--- config.mk ---
export PLATFORM = sky130hd
export DESIGN_NAME = tube_sync_flat
export DESIGN_NICKNAME = d
export VERILOG_FILES = /design/src/rtl/tube_sync_pkg.sv /design/src/rtl/tube_sync_if.sv /design/src/rtl/tube_sync_fifo.sv /design/src/rtl/tube_sync.sv /design/src/flat_wrapper.sv
export SDC_FILE = /design/constraint.sdc
export NUM_CORES = 1
export LEC_CHECK = 0
export BUFFER_PORTS_ARGS = -buffer_cell sky130_fd_sc_hd__buf_2
export CELL_PAD_IN_SITES_DETAIL_PLACEMENT = 2
export CELL_PAD_IN_SITES_GLOBAL_PLACEMENT = 2
export CORE_ASPECT_RATIO = 0.5
export CORE_MARGIN = 4
export CORE_UTILIZATION = 41
export CTS_BUF_LIST = sky130_fd_sc_hd__clkbuf_8
export DETAILED_ROUTE_END_ITERATION = 16
export GPL_ROUTABILITY_DRIVEN = 0
export MAX_ROUTING_LAYER = met4
export PLACE_DENSITY_LB_ADDON = 0.1
export SLEW_MARGIN = 20
export SYNTH_ARGS = -nofsm -noshare
export SYNTH_HDL_FRONTEND = slang
export SYNTH_HIERARCHICAL = 1
export SYNTH_SLANG_ARGS = --single-unit
--- constraint.sdc ---
create_clock -name clk -period 2.9 [get_ports clk]
set_input_delay 0.58 -clock clk [delete_from_list [all_inputs] [get_ports clk]]
set_output_delay 0.58 -clock clk [all_outputs]
set_load 0.01 [all_outputs]
--- src/rtl/tube_sync_pkg.sv ---
// Shared constants for the single-clock Tube block.
// Control bit positions, register map, R3 geometry, reset FSM states.
package tube_sync_pkg;

    localparam int CTL_T = 6;
    localparam int CTL_P = 5;
    localparam int CTL_V = 4;
    localparam int CTL_M = 3;
    localparam int CTL_J = 2;
    localparam int CTL_I = 1;
    localparam int CTL_Q = 0;

    localparam logic [2:0] STAT1 = 3'd0;
    localparam logic [2:0] DATA1 = 3'd1;
    localparam logic [2:0] STAT2 = 3'd2;
    localparam logic [2:0] DATA2 = 3'd3;
    localparam logic [2:0] STAT3 = 3'd4;
    localparam logic [2:0] DATA3 = 3'd5;
    localparam logic [2:0] STAT4 = 3'd6;
    localparam logic [2:0] DATA4 = 3'd7;

    localparam logic [6:0] CTRL_RESET = 7'b0000001;

    localparam int R3_PHYS_DEPTH = 2;

    typedef enum logic [1:0] {
        RST_IDLE,
        RST_HOLD,
        RST_PULSE
    } rst_state_t;

endpackage

--- src/rtl/tube_sync_if.sv ---
// Register-bus bundle used by both the host and the parasite side.
// master = bus logic outside the block, slave = tube_sync.
interface tube_sync_if;
    logic       cs;
    logic       rd;
    logic       wr;
    logic [2:0] addr;
    logic [7:0] wdata;
    logic [7:0] rdata;

    modport master (output cs, rd, wr, addr, wdata, input rdata);
    modport slave  (input cs, rd, wr, addr, wdata, output rdata);
endinterface

--- src/rtl/tube_sync_fifo.sv ---
// Byte FIFO with run-time capacity limit and flush to reset contents.
// An empty FIFO presents the last byte popped (stale read).
module tube_sync_fifo #(
    parameter int         DEPTH       = 1,
    parameter int         CW          = $clog2(DEPTH + 1),
    parameter int         RESET_COUNT = 0,
    parameter logic [7:0] RESET_DATA  = 8'h00
) (
    input  logic          clk,
    input  logic          rst_b,
    input  logic          push,
    input  logic          pop,
    input  logic          flush,
    input  logic [7:0]    din,
    input  logic [CW-1:0] capacity,
    output logic [7:0]    dout,
    output logic [CW-1:0] count
);
    localparam int PW = (DEPTH > 1) ? $clog2(DEPTH) : 1;
    localparam logic [PW-1:0] WR_RST  = PW'(RESET_COUNT % DEPTH);
    localparam logic [CW-1:0] CNT_RST = CW'(RESET_COUNT);

    logic [7:0]    mem [DEPTH];
    logic [PW-1:0] rd_ptr;
    logic [PW-1:0] wr_ptr;
    logic [7:0]    last;
    logic          do_pop;
    logic          do_push;

    function automatic logic [PW-1:0] inc(input logic [PW-1:0] p);
        return (p == PW'(DEPTH - 1)) ? '0 : p + PW'(1);
    endfunction

    // A push into a full FIFO still lands when a real pop frees the slot.
    always_comb begin
        do_pop  = pop && (count != '0);
        do_push = push && ((count < capacity) || do_pop);
        dout    = (count != '0) ? mem[rd_ptr] : last;
    end

    // Storage, pointers and occupancy; flush dominates all traffic.
    always_ff @(posedge clk or negedge rst_b) begin
        if (!rst_b) begin
            for (int i = 0; i < DEPTH; i++) mem[i] <= RESET_DATA;
            rd_ptr <= '0;
            wr_ptr <= WR_RST;
            count  <= CNT_RST;
            last   <= RESET_DATA;
        end else if (flush) begin
            mem[0] <= RESET_DATA;
            rd_ptr <= '0;
            wr_ptr <= WR_RST;
            count  <= CNT_RST;
        end else begin
            if (do_push) begin
                mem[wr_ptr] <= din;
                wr_ptr      <= inc(wr_ptr);
            end
            if (do_pop) begin
                last   <= mem[rd_ptr];
                rd_ptr <= inc(rd_ptr);
            end
            if (do_push && !do_pop) count <= count + CW'(1);
            else if (!do_push && do_pop) count <= count - CW'(1);
        end
    end
endmodule

--- src/rtl/tube_sync.sv ---
// Tube host/parasite interface: four byte channels each way,
// control/status registers, parasite interrupts and reset pulse.
module tube_sync
    import tube_sync_pkg::*;
#(
    parameter int PH1_DEPTH  = 24,
    parameter int HP1_DEPTH  = 1,
    parameter int R24_DEPTH  = 1,
    parameter int RST_CYCLES = 160
) (
    input  logic        clk,
    input  logic        rst_b,
    tube_sync_if.slave  h_bus,
    tube_sync_if.slave  p_bus,
    output logic        h_irq,
    output logic        p_nmi,
    output logic        p_irq,
    output logic        p_rst_b
);
    localparam int MAXA = (PH1_DEPTH > HP1_DEPTH) ? PH1_DEPTH : HP1_DEPTH;
    localparam int MAXB = (R24_DEPTH > R3_PHYS_DEPTH) ? R24_DEPTH : R3_PHYS_DEPTH;
    localparam int MAXD = (MAXA > MAXB) ? MAXA : MAXB;
    localparam int CW   = $clog2(MAXD + 1);
    localparam int RCW  = $clog2(RST_CYCLES + 1);
    localparam int LOAD = (RST_CYCLES > 1) ? RST_CYCLES - 2 : 0;

    logic [6:0]    ctrl;
    logic [CW-1:0] r3_cap;
    logic          h_rd_en, h_wr_en, p_rd_en, p_wr_en;
    logic [3:0]    hp_push, hp_pop, ph_push, ph_pop;
    logic [7:0]    hp_dout [4];
    logic [7:0]    ph_dout [4];
    logic [CW-1:0] hp_cnt  [4];
    logic [CW-1:0] ph_cnt  [4];
    logic [CW-1:0] hp_cap  [4];
    logic [CW-1:0] ph_cap  [4];
    logic [3:0]    hp_av, hp_nf, ph_av, ph_nf;
    logic          nmi_flag;
    logic [7:0]    h_rd_val, p_rd_val;
    logic [7:0]    h_rdata_q, p_rdata_q;
    rst_state_t    state, state_nxt;
    logic [RCW-1:0] rst_cnt, cnt_nxt;
    logic          prst_nxt;

    assign h_rd_en = h_bus.cs & h_bus.rd;
    assign h_wr_en = h_bus.cs & h_bus.wr;
    assign p_rd_en = p_bus.cs & p_bus.rd;
    assign p_wr_en = p_bus.cs & p_bus.wr;
    assign r3_cap  = ctrl[CTL_V] ? CW'(R3_PHYS_DEPTH) : CW'(1);
    assign nmi_flag = hp_av[2] | (ph_cnt[2] == '0);
    assign h_bus.rdata = h_rdata_q;
    assign p_bus.rdata = p_rdata_q;

    for (genvar n = 0; n < 4; n++) begin : g_ch
        localparam int HD = (n == 0) ? HP1_DEPTH :
                            (n == 2) ? R3_PHYS_DEPTH : R24_DEPTH;
        localparam int PD = (n == 0) ? PH1_DEPTH :
                            (n == 2) ? R3_PHYS_DEPTH : R24_DEPTH;
        localparam int PRC = (n == 2) ? 1 : 0;

        assign hp_push[n] = h_wr_en & h_bus.addr[0] & (h_bus.addr[2:1] == 2'(n));
        assign ph_pop[n]  = h_rd_en & h_bus.addr[0] & (h_bus.addr[2:1] == 2'(n));
        assign ph_push[n] = p_wr_en & p_bus.addr[0] & (p_bus.addr[2:1] == 2'(n));
        assign hp_pop[n]  = p_rd_en & p_bus.addr[0] & (p_bus.addr[2:1] == 2'(n));
        assign hp_cap[n]  = (n == 2) ? r3_cap : CW'(HD);
        assign ph_cap[n]  = (n == 2) ? r3_cap : CW'(PD);

        // R3 is "available" only once it holds a full capacity's worth.
        assign hp_av[n] = (n == 2) ? (hp_cnt[n] >= hp_cap[n])
                                   : (hp_cnt[n] != '0);
        assign ph_av[n] = (ph_cnt[n] != '0);
        assign hp_nf[n] = (hp_cnt[n] < hp_cap[n]);
        assign ph_nf[n] = (ph_cnt[n] < ph_cap[n]);

        tube_sync_fifo #(
            .DEPTH(HD), .CW(CW), .RESET_COUNT(0), .RESET_DATA(8'h00)
        ) u_hp (
            .clk(clk), .rst_b(rst_b),
            .push(hp_push[n]), .pop(hp_pop[n]), .flush(ctrl[CTL_T]),
            .din(h_bus.wdata), .capacity(hp_cap[n]),
            .dout(hp_dout[n]), .count(hp_cnt[n])
        );

        tube_sync_fifo #(
            .DEPTH(PD), .CW(CW), .RESET_COUNT(PRC), .RESET_DATA(8'h00)
        ) u_ph (
            .clk(clk), .rst_b(rst_b),
            .push(ph_push[n]), .pop(ph_pop[n]), .flush(ctrl[CTL_T]),
            .din(p_bus.wdata), .capacity(ph_cap[n]),
            .dout(ph_dout[n]), .count(ph_cnt[n])
        );
    end

    // Host-side read mux.
    always_comb begin
        h_rd_val = '0;
        unique case (h_bus.addr)
            STAT1: h_rd_val = {ph_av[0], hp_nf[0], ctrl[5:0]};
            DATA1: h_rd_val = ph_dout[0];
            STAT2: h_rd_val = {ph_av[1], hp_nf[1], 6'h3F};
            DATA2: h_rd_val = ph_dout[1];
            STAT3: h_rd_val = {ph_av[2], hp_nf[2], 6'h3F};
            DATA3: h_rd_val = ph_dout[2];
            STAT4: h_rd_val = {ph_av[3], hp_nf[3], 6'h3F};
            DATA4: h_rd_val = ph_dout[3];
            default: h_rd_val = '0;
        endcase
    end

    // Parasite-side read mux; R3 status bit 7 doubles as the NMI flag.
    always_comb begin
        p_rd_val = '0;
        unique case (p_bus.addr)
            STAT1: p_rd_val = {hp_av[0], ph_nf[0], ctrl[5:0]};
            DATA1: p_rd_val = hp_dout[0];
            STAT2: p_rd_val = {hp_av[1], ph_nf[1], 6'h3F};
            DATA2: p_rd_val = hp_dout[1];
            STAT3: p_rd_val = {nmi_flag, ph_nf[2], 6'h3F};
            DATA3: p_rd_val = hp_dout[2];
            STAT4: p_rd_val = {hp_av[3], ph_nf[3], 6'h3F};
            DATA4: p_rd_val = hp_dout[3];
            default: p_rd_val = '0;
        endcase
    end

    // Control register: host bit 7 selects set or clear of bits 6..0.
    always_ff @(posedge clk or negedge rst_b) begin
        if (!rst_b) ctrl <= CTRL_RESET;
        else if (h_wr_en && h_bus.addr == STAT1)
            ctrl <= h_bus.wdata[7] ? (ctrl | h_bus.wdata[6:0])
                                   : (ctrl & ~h_bus.wdata[6:0]);
    end

    // Registered read data and interrupt requests.
    always_ff @(posedge clk or negedge rst_b) begin
        if (!rst_b) begin
            h_rdata_q <= '0;
            p_rdata_q <= '0;
            h_irq     <= 1'b0;
            p_nmi     <= 1'b0;
            p_irq     <= 1'b0;
        end else begin
            if (h_rd_en) h_rdata_q <= h_rd_val;
            if (p_rd_en) p_rdata_q <= p_rd_val;
            h_irq <= ctrl[CTL_Q] & ph_av[3];
            p_nmi <= ctrl[CTL_M] & nmi_flag;
            p_irq <= (ctrl[CTL_I] & hp_av[0]) | (ctrl[CTL_J] & hp_av[3]);
        end
    end

    // Parasite reset FSM state, pulse counter and output register.
    always_ff @(posedge clk or negedge rst_b) begin
        if (!rst_b) begin
            state   <= RST_IDLE;
            rst_cnt <= '0;
            p_rst_b <= 1'b0;
        end else begin
            state   <= state_nxt;
            rst_cnt <= cnt_nxt;
            p_rst_b <= prst_nxt;
        end
    end

    // Hold reset while P is set, then time RST_CYCLES after P falls.
    always_comb begin
        state_nxt = state;
        cnt_nxt   = rst_cnt;
        prst_nxt  = p_rst_b;
        unique case (state)
            RST_IDLE: begin
                prst_nxt = ~ctrl[CTL_P];
                if (ctrl[CTL_P]) state_nxt = RST_HOLD;
            end
            RST_HOLD: begin
                prst_nxt = 1'b0;
                if (!ctrl[CTL_P]) begin
                    if (RST_CYCLES > 1) begin
                        state_nxt = RST_PULSE;
                        cnt_nxt   = RCW'(LOAD);
                    end else begin
                        state_nxt = RST_IDLE;
                        prst_nxt  = 1'b1;
                    end
                end
            end
            RST_PULSE: begin
                prst_nxt = 1'b0;
                if (ctrl[CTL_P]) begin
                    state_nxt = RST_HOLD;
                end else if (rst_cnt == '0) begin
                    state_nxt = RST_IDLE;
                    prst_nxt  = 1'b1;
                end else begin
                    cnt_nxt = rst_cnt - RCW'(1);
                end
            end
            default: state_nxt = RST_IDLE;
        endcase
    end
endmodule

--- src/flat_wrapper.sv ---
// flat-port wrapper written by rule: the top's interface ports become plain ports
module tube_sync_flat import tube_sync_pkg::*;
#(
    parameter int PH1_DEPTH  = 24,
    parameter int HP1_DEPTH  = 1,
    parameter int R24_DEPTH  = 1,
    parameter int RST_CYCLES = 160
)
  (clk, rst_b, h_irq, p_nmi, p_irq, p_rst_b, h_bus_cs, h_bus_rd, h_bus_wr, h_bus_addr, h_bus_wdata, h_bus_rdata, p_bus_cs, p_bus_rd, p_bus_wr, p_bus_addr, p_bus_wdata, p_bus_rdata);
  tube_sync_if h_bus_i ();
  tube_sync_if p_bus_i ();
  input  logic clk;
  input  logic rst_b;
  output logic h_irq;
  output logic p_nmi;
  output logic p_irq;
  output logic p_rst_b;
  input wire logic [$bits(h_bus_i.cs)-1:0] h_bus_cs;
  input wire logic [$bits(h_bus_i.rd)-1:0] h_bus_rd;
  input wire logic [$bits(h_bus_i.wr)-1:0] h_bus_wr;
  input wire logic [$bits(h_bus_i.addr)-1:0] h_bus_addr;
  input wire logic [$bits(h_bus_i.wdata)-1:0] h_bus_wdata;
  output wire logic [$bits(h_bus_i.rdata)-1:0] h_bus_rdata;
  input wire logic [$bits(p_bus_i.cs)-1:0] p_bus_cs;
  input wire logic [$bits(p_bus_i.rd)-1:0] p_bus_rd;
  input wire logic [$bits(p_bus_i.wr)-1:0] p_bus_wr;
  input wire logic [$bits(p_bus_i.addr)-1:0] p_bus_addr;
  input wire logic [$bits(p_bus_i.wdata)-1:0] p_bus_wdata;
  output wire logic [$bits(p_bus_i.rdata)-1:0] p_bus_rdata;
  assign h_bus_i.cs = h_bus_cs;
  assign h_bus_i.rd = h_bus_rd;
  assign h_bus_i.wr = h_bus_wr;
  assign h_bus_i.addr = h_bus_addr;
  assign h_bus_i.wdata = h_bus_wdata;
  assign h_bus_rdata = h_bus_i.rdata;
  assign p_bus_i.cs = p_bus_cs;
  assign p_bus_i.rd = p_bus_rd;
  assign p_bus_i.wr = p_bus_wr;
  assign p_bus_i.addr = p_bus_addr;
  assign p_bus_i.wdata = p_bus_wdata;
  assign p_bus_rdata = p_bus_i.rdata;
  tube_sync #(.PH1_DEPTH(PH1_DEPTH), .HP1_DEPTH(HP1_DEPTH), .R24_DEPTH(R24_DEPTH), .RST_CYCLES(RST_CYCLES)) u_core (.clk(clk), .rst_b(rst_b), .h_bus(h_bus_i), .p_bus(p_bus_i), .h_irq(h_irq), .p_nmi(p_nmi), .p_irq(p_irq), .p_rst_b(p_rst_b));
endmodule
==> metrics.txt <==
Hold Slack ~0.26 ns; Slew HR about 42%; FFs w/ async S/R, synth between 90% and 100%; crit end category flip-flop; gr usage total roughly a quarter; Avg WL per Cell between 20 and 25 um; Final Slew Violations 0; crit path launch type flip-flop; largest net degree at the start of global routing 82; P&R area growth vs syn 19.7%; Crit path required time about 3.5 ns; area leader, netlist dfrtp_1; top-count cell post-synth dfrtp_1; Rows around 60; WHS Path Cells 3; Yosys cell types 83; reg2reg path depth 14; filler instances between 5,000 and 6,000; H-tree depth 3; Crit Path Max Fanout 3; Total Power around 0.021 W; vias in the first global route ~19,000; Final period util 101%; Clock Sinks 419; top post-synthesis cells by area dfrtp_1, mux2_2, ha_1; Clock Latency Late Sink between 0.6 and 0.7 ns; Clock Tree Root clkbuf_8; RSZ-0062 raised after global routing true; Post-Syn Instances roughly 1,900; total grt overflow 0; Pleak 13.0 nW; count of final hold-check violations 0; post-synthesis sequential area ratio between 40% and 50%; area of the die 60,600 um2; I/O Pins 50; Fmax achieved about 0.34 GHz; Core Area approximately 56,000 um2; slew of the pin with the lowest slew margin 0.859 ns; Final Util 49.8%; kind of critical path flip-flop to flip-flop; initial antenna violation count 0; share of cells above drive strength 1 40.2%; Seq. cell area around 11,000 um2; CTS clk-pin slew, worst paths around 0.07 ns; CP arrival 3.49 ns; CTS tree yes; vias per inst around 5.5; first-pass GRT wire length approximately 110,000 um; count of buffers from port buffering between 40 and 50; DRC 0; Syn Std Cell Area 23,200 um2; Worst Hold Class input port to flip-flop; failing checks negative setup slack; DRT Pass-1 Iters 5; final worst slack -0.0157 ns; Routed Antenna Nets 0; Initial DRC Count about 860; synthesis-stage register bit count 419; DP HPWL slightly below 50,000 um; top post-synthesis cells by count dfrtp_1, mux2_2, mux2i_1; area share of the largest cell type after synthesis 44.9%; status complete, but fails checks; VDD IR-drop max 488 uV; final worst path period need 2.92 ns; Num CTS Buffers ~70; Final setup violation count 1; number of synthesized flops with an enable pin 0; yosys warns 6; pwr dens between 700 and 800 nW/um2; n_diodes 0; Multi-input gate area 12,600 um2; Max-cap violations 0; final WL around 73,000 um; nets@finish 2,324; Die X 344 um; Avg Cell Area, Syn around 12 um2; CTS Buffer Depth 3; DR vias about 17,000; Most used DFF post-synth dfrtp_1; Die Height around 180 um; Clock Skews 0.0253 ns; Initial Utilization between 40% and 50%
routing by layer:
| metal | routed length [um] | global-route usage, % |
|---|---|---|
| met1 | 32800 | 31.5 |
| met2 | 36400 | 42.1 |
| met3 | 1840 | 3.46 |
| met4 | 1760 | 6.56 |
| met5 | 0 | - |
worst paths after layout:
kind,slack [ns],startpoint,to
worst max-delay path,-0.02,u_core/g_ch[1].u_ph/count[1],u_core/g_ch[1].u_ph/count[4]
worst min-delay path,0.26,h_bus_rd,u_core/h_bus.rdata[6]
worst max register to register,-0.02,u_core/g_ch[1].u_ph/count[1],u_core/g_ch[1].u_ph/count[4]
worst min register to register,0.49,u_core/p_bus.rdata[1],u_core/p_bus.rdata[1]
max in group asynchronous,1.48,rst_b,u_core/g_ch[0].u_ph/mem[94]
min in group asynchronous,0.47,rst_b,u_core/rst_cnt[0]
what timing repair did:
| action | CTS | global route |
|---|---|---|
| hold buffers | 1 | 0 |
| buffers inserted | 10 | 16 |
| gates resized for setup | 21 | 66 |
| pin swaps | 8 | 30 |
| setup endpoints to repair | 8 | 28 |
| cloned | 0 | 0 |
| hold endpoints to repair | 53 | 0 |
area by class of cell:
type                       instances  area share, %
clock buffer                      80           3.97
sequential                       419           37.9
multi-input combinational       1393           45.6
tap                              756           3.41
inverter                          65          0.898
clock inverter                    37          0.785
timing repair buffer             258           7.48
kinds of logic after synthesis:
kind of cell	after synthesis	share of synthesized area, %
other	2	0.0324
multiplexers	488	25.0
buffers and inverters	161	3.04
flip-flops	419	45.3
adder cells (fa/ha/maj)	89	5.07
AO/OA/AOI/OAI	335	11.2
XOR/XNOR	33	1.25
AND/OR/NAND/NOR	412	9.21
where the power goes:
part           leakage (nW)  internal (W)  total (W)  switching [W]
Clock                 0.753       0.00262    0.00523        0.00261
Combinational          6.58       0.00396    0.00843        0.00447
Sequential             5.69       0.00667    0.00737       0.000701
Total                  13.0        0.0133     0.0210        0.00778
critical path, cell delays in order (launching register included):
cell	delay, ns
dfrtp_1	0.41
ha_1	0.23
a21oi_2	0.17
o21ai_2	0.09
nand3_2	0.10
nand2_2	0.06
a21boi_2	0.22
ha_4	0.20
inv_4	0.05
fa_2	0.35
a21o_1	0.19
a21oi_2	0.16
xnor2_2	0.09
or3_4	0.38
a21oi_2	0.13
layout by cell type, fill, tap and decap left out, types with 41 or more instances in the layout:
cell type	netlist	layout
dfrtp_1	416	409
mux2_2	318	317
buf_4	4	185
mux2i_1	100	94
nand2_1	96	92
nor2_1	87	81
clkbuf_8	0	80
inv_1	63	78
a21oi_1	88	73
ha_1	81	72
nand3_1	78	66
buf_2	20	48
nand2b_1	43	41
sequential cells by signal (all words and copies together), names as in the netlist, named ones only:
| signal | count |
|---|---|
| u_core/rst_cnt | 8 |
| u_core/g_ch.u_hp/count | 20 |
| u_core/g_ch.u_ph/last | 32 |
| u_core/g_ch.u_ph/mem | 224 |
| u_core/p_rst_b | 1 |
| u_core/g_ch.u_hp/last | 32 |
| u_core/p_nmi | 1 |
| u_core/state | 2 |
| u_core/h_irq | 1 |
| u_core/g_ch.u_ph/count | 20 |
| u_core/p_irq | 1 |
| u_core/g_ch.u_hp/mem | 40 |
| u_core/g_ch.u_ph/wr_ptr | 6 |
| u_core/g_ch.u_hp/wr_ptr | 1 |
| u_core/g_ch.u_ph/rd_ptr | 6 |
| u_core/h_bus.rdata | 8 |
| u_core/g_ch.u_hp/rd_ptr | 1 |
| u_core/p_bus.rdata | 8 |
metrics by stage:
stage / cell area (um2) / cells / setup TNS, ns / setup slack (ns)
after floorplan: 23500 / 1973 / -0.0736 / -0.0375
after global placement: 25800 / 2864 / -0.339 / -0.120
after detailed placement: 25800 / 2864 / -1.26 / -0.262
after CTS: 27300 / 2992 / 0 / 0.00218
after global routing: 27700 / 3008 / -0.568 / -0.133
final: 27700 / 3008 / -0.0157 / -0.0157
Note: power is estimated with default switching activity, not from simulation.
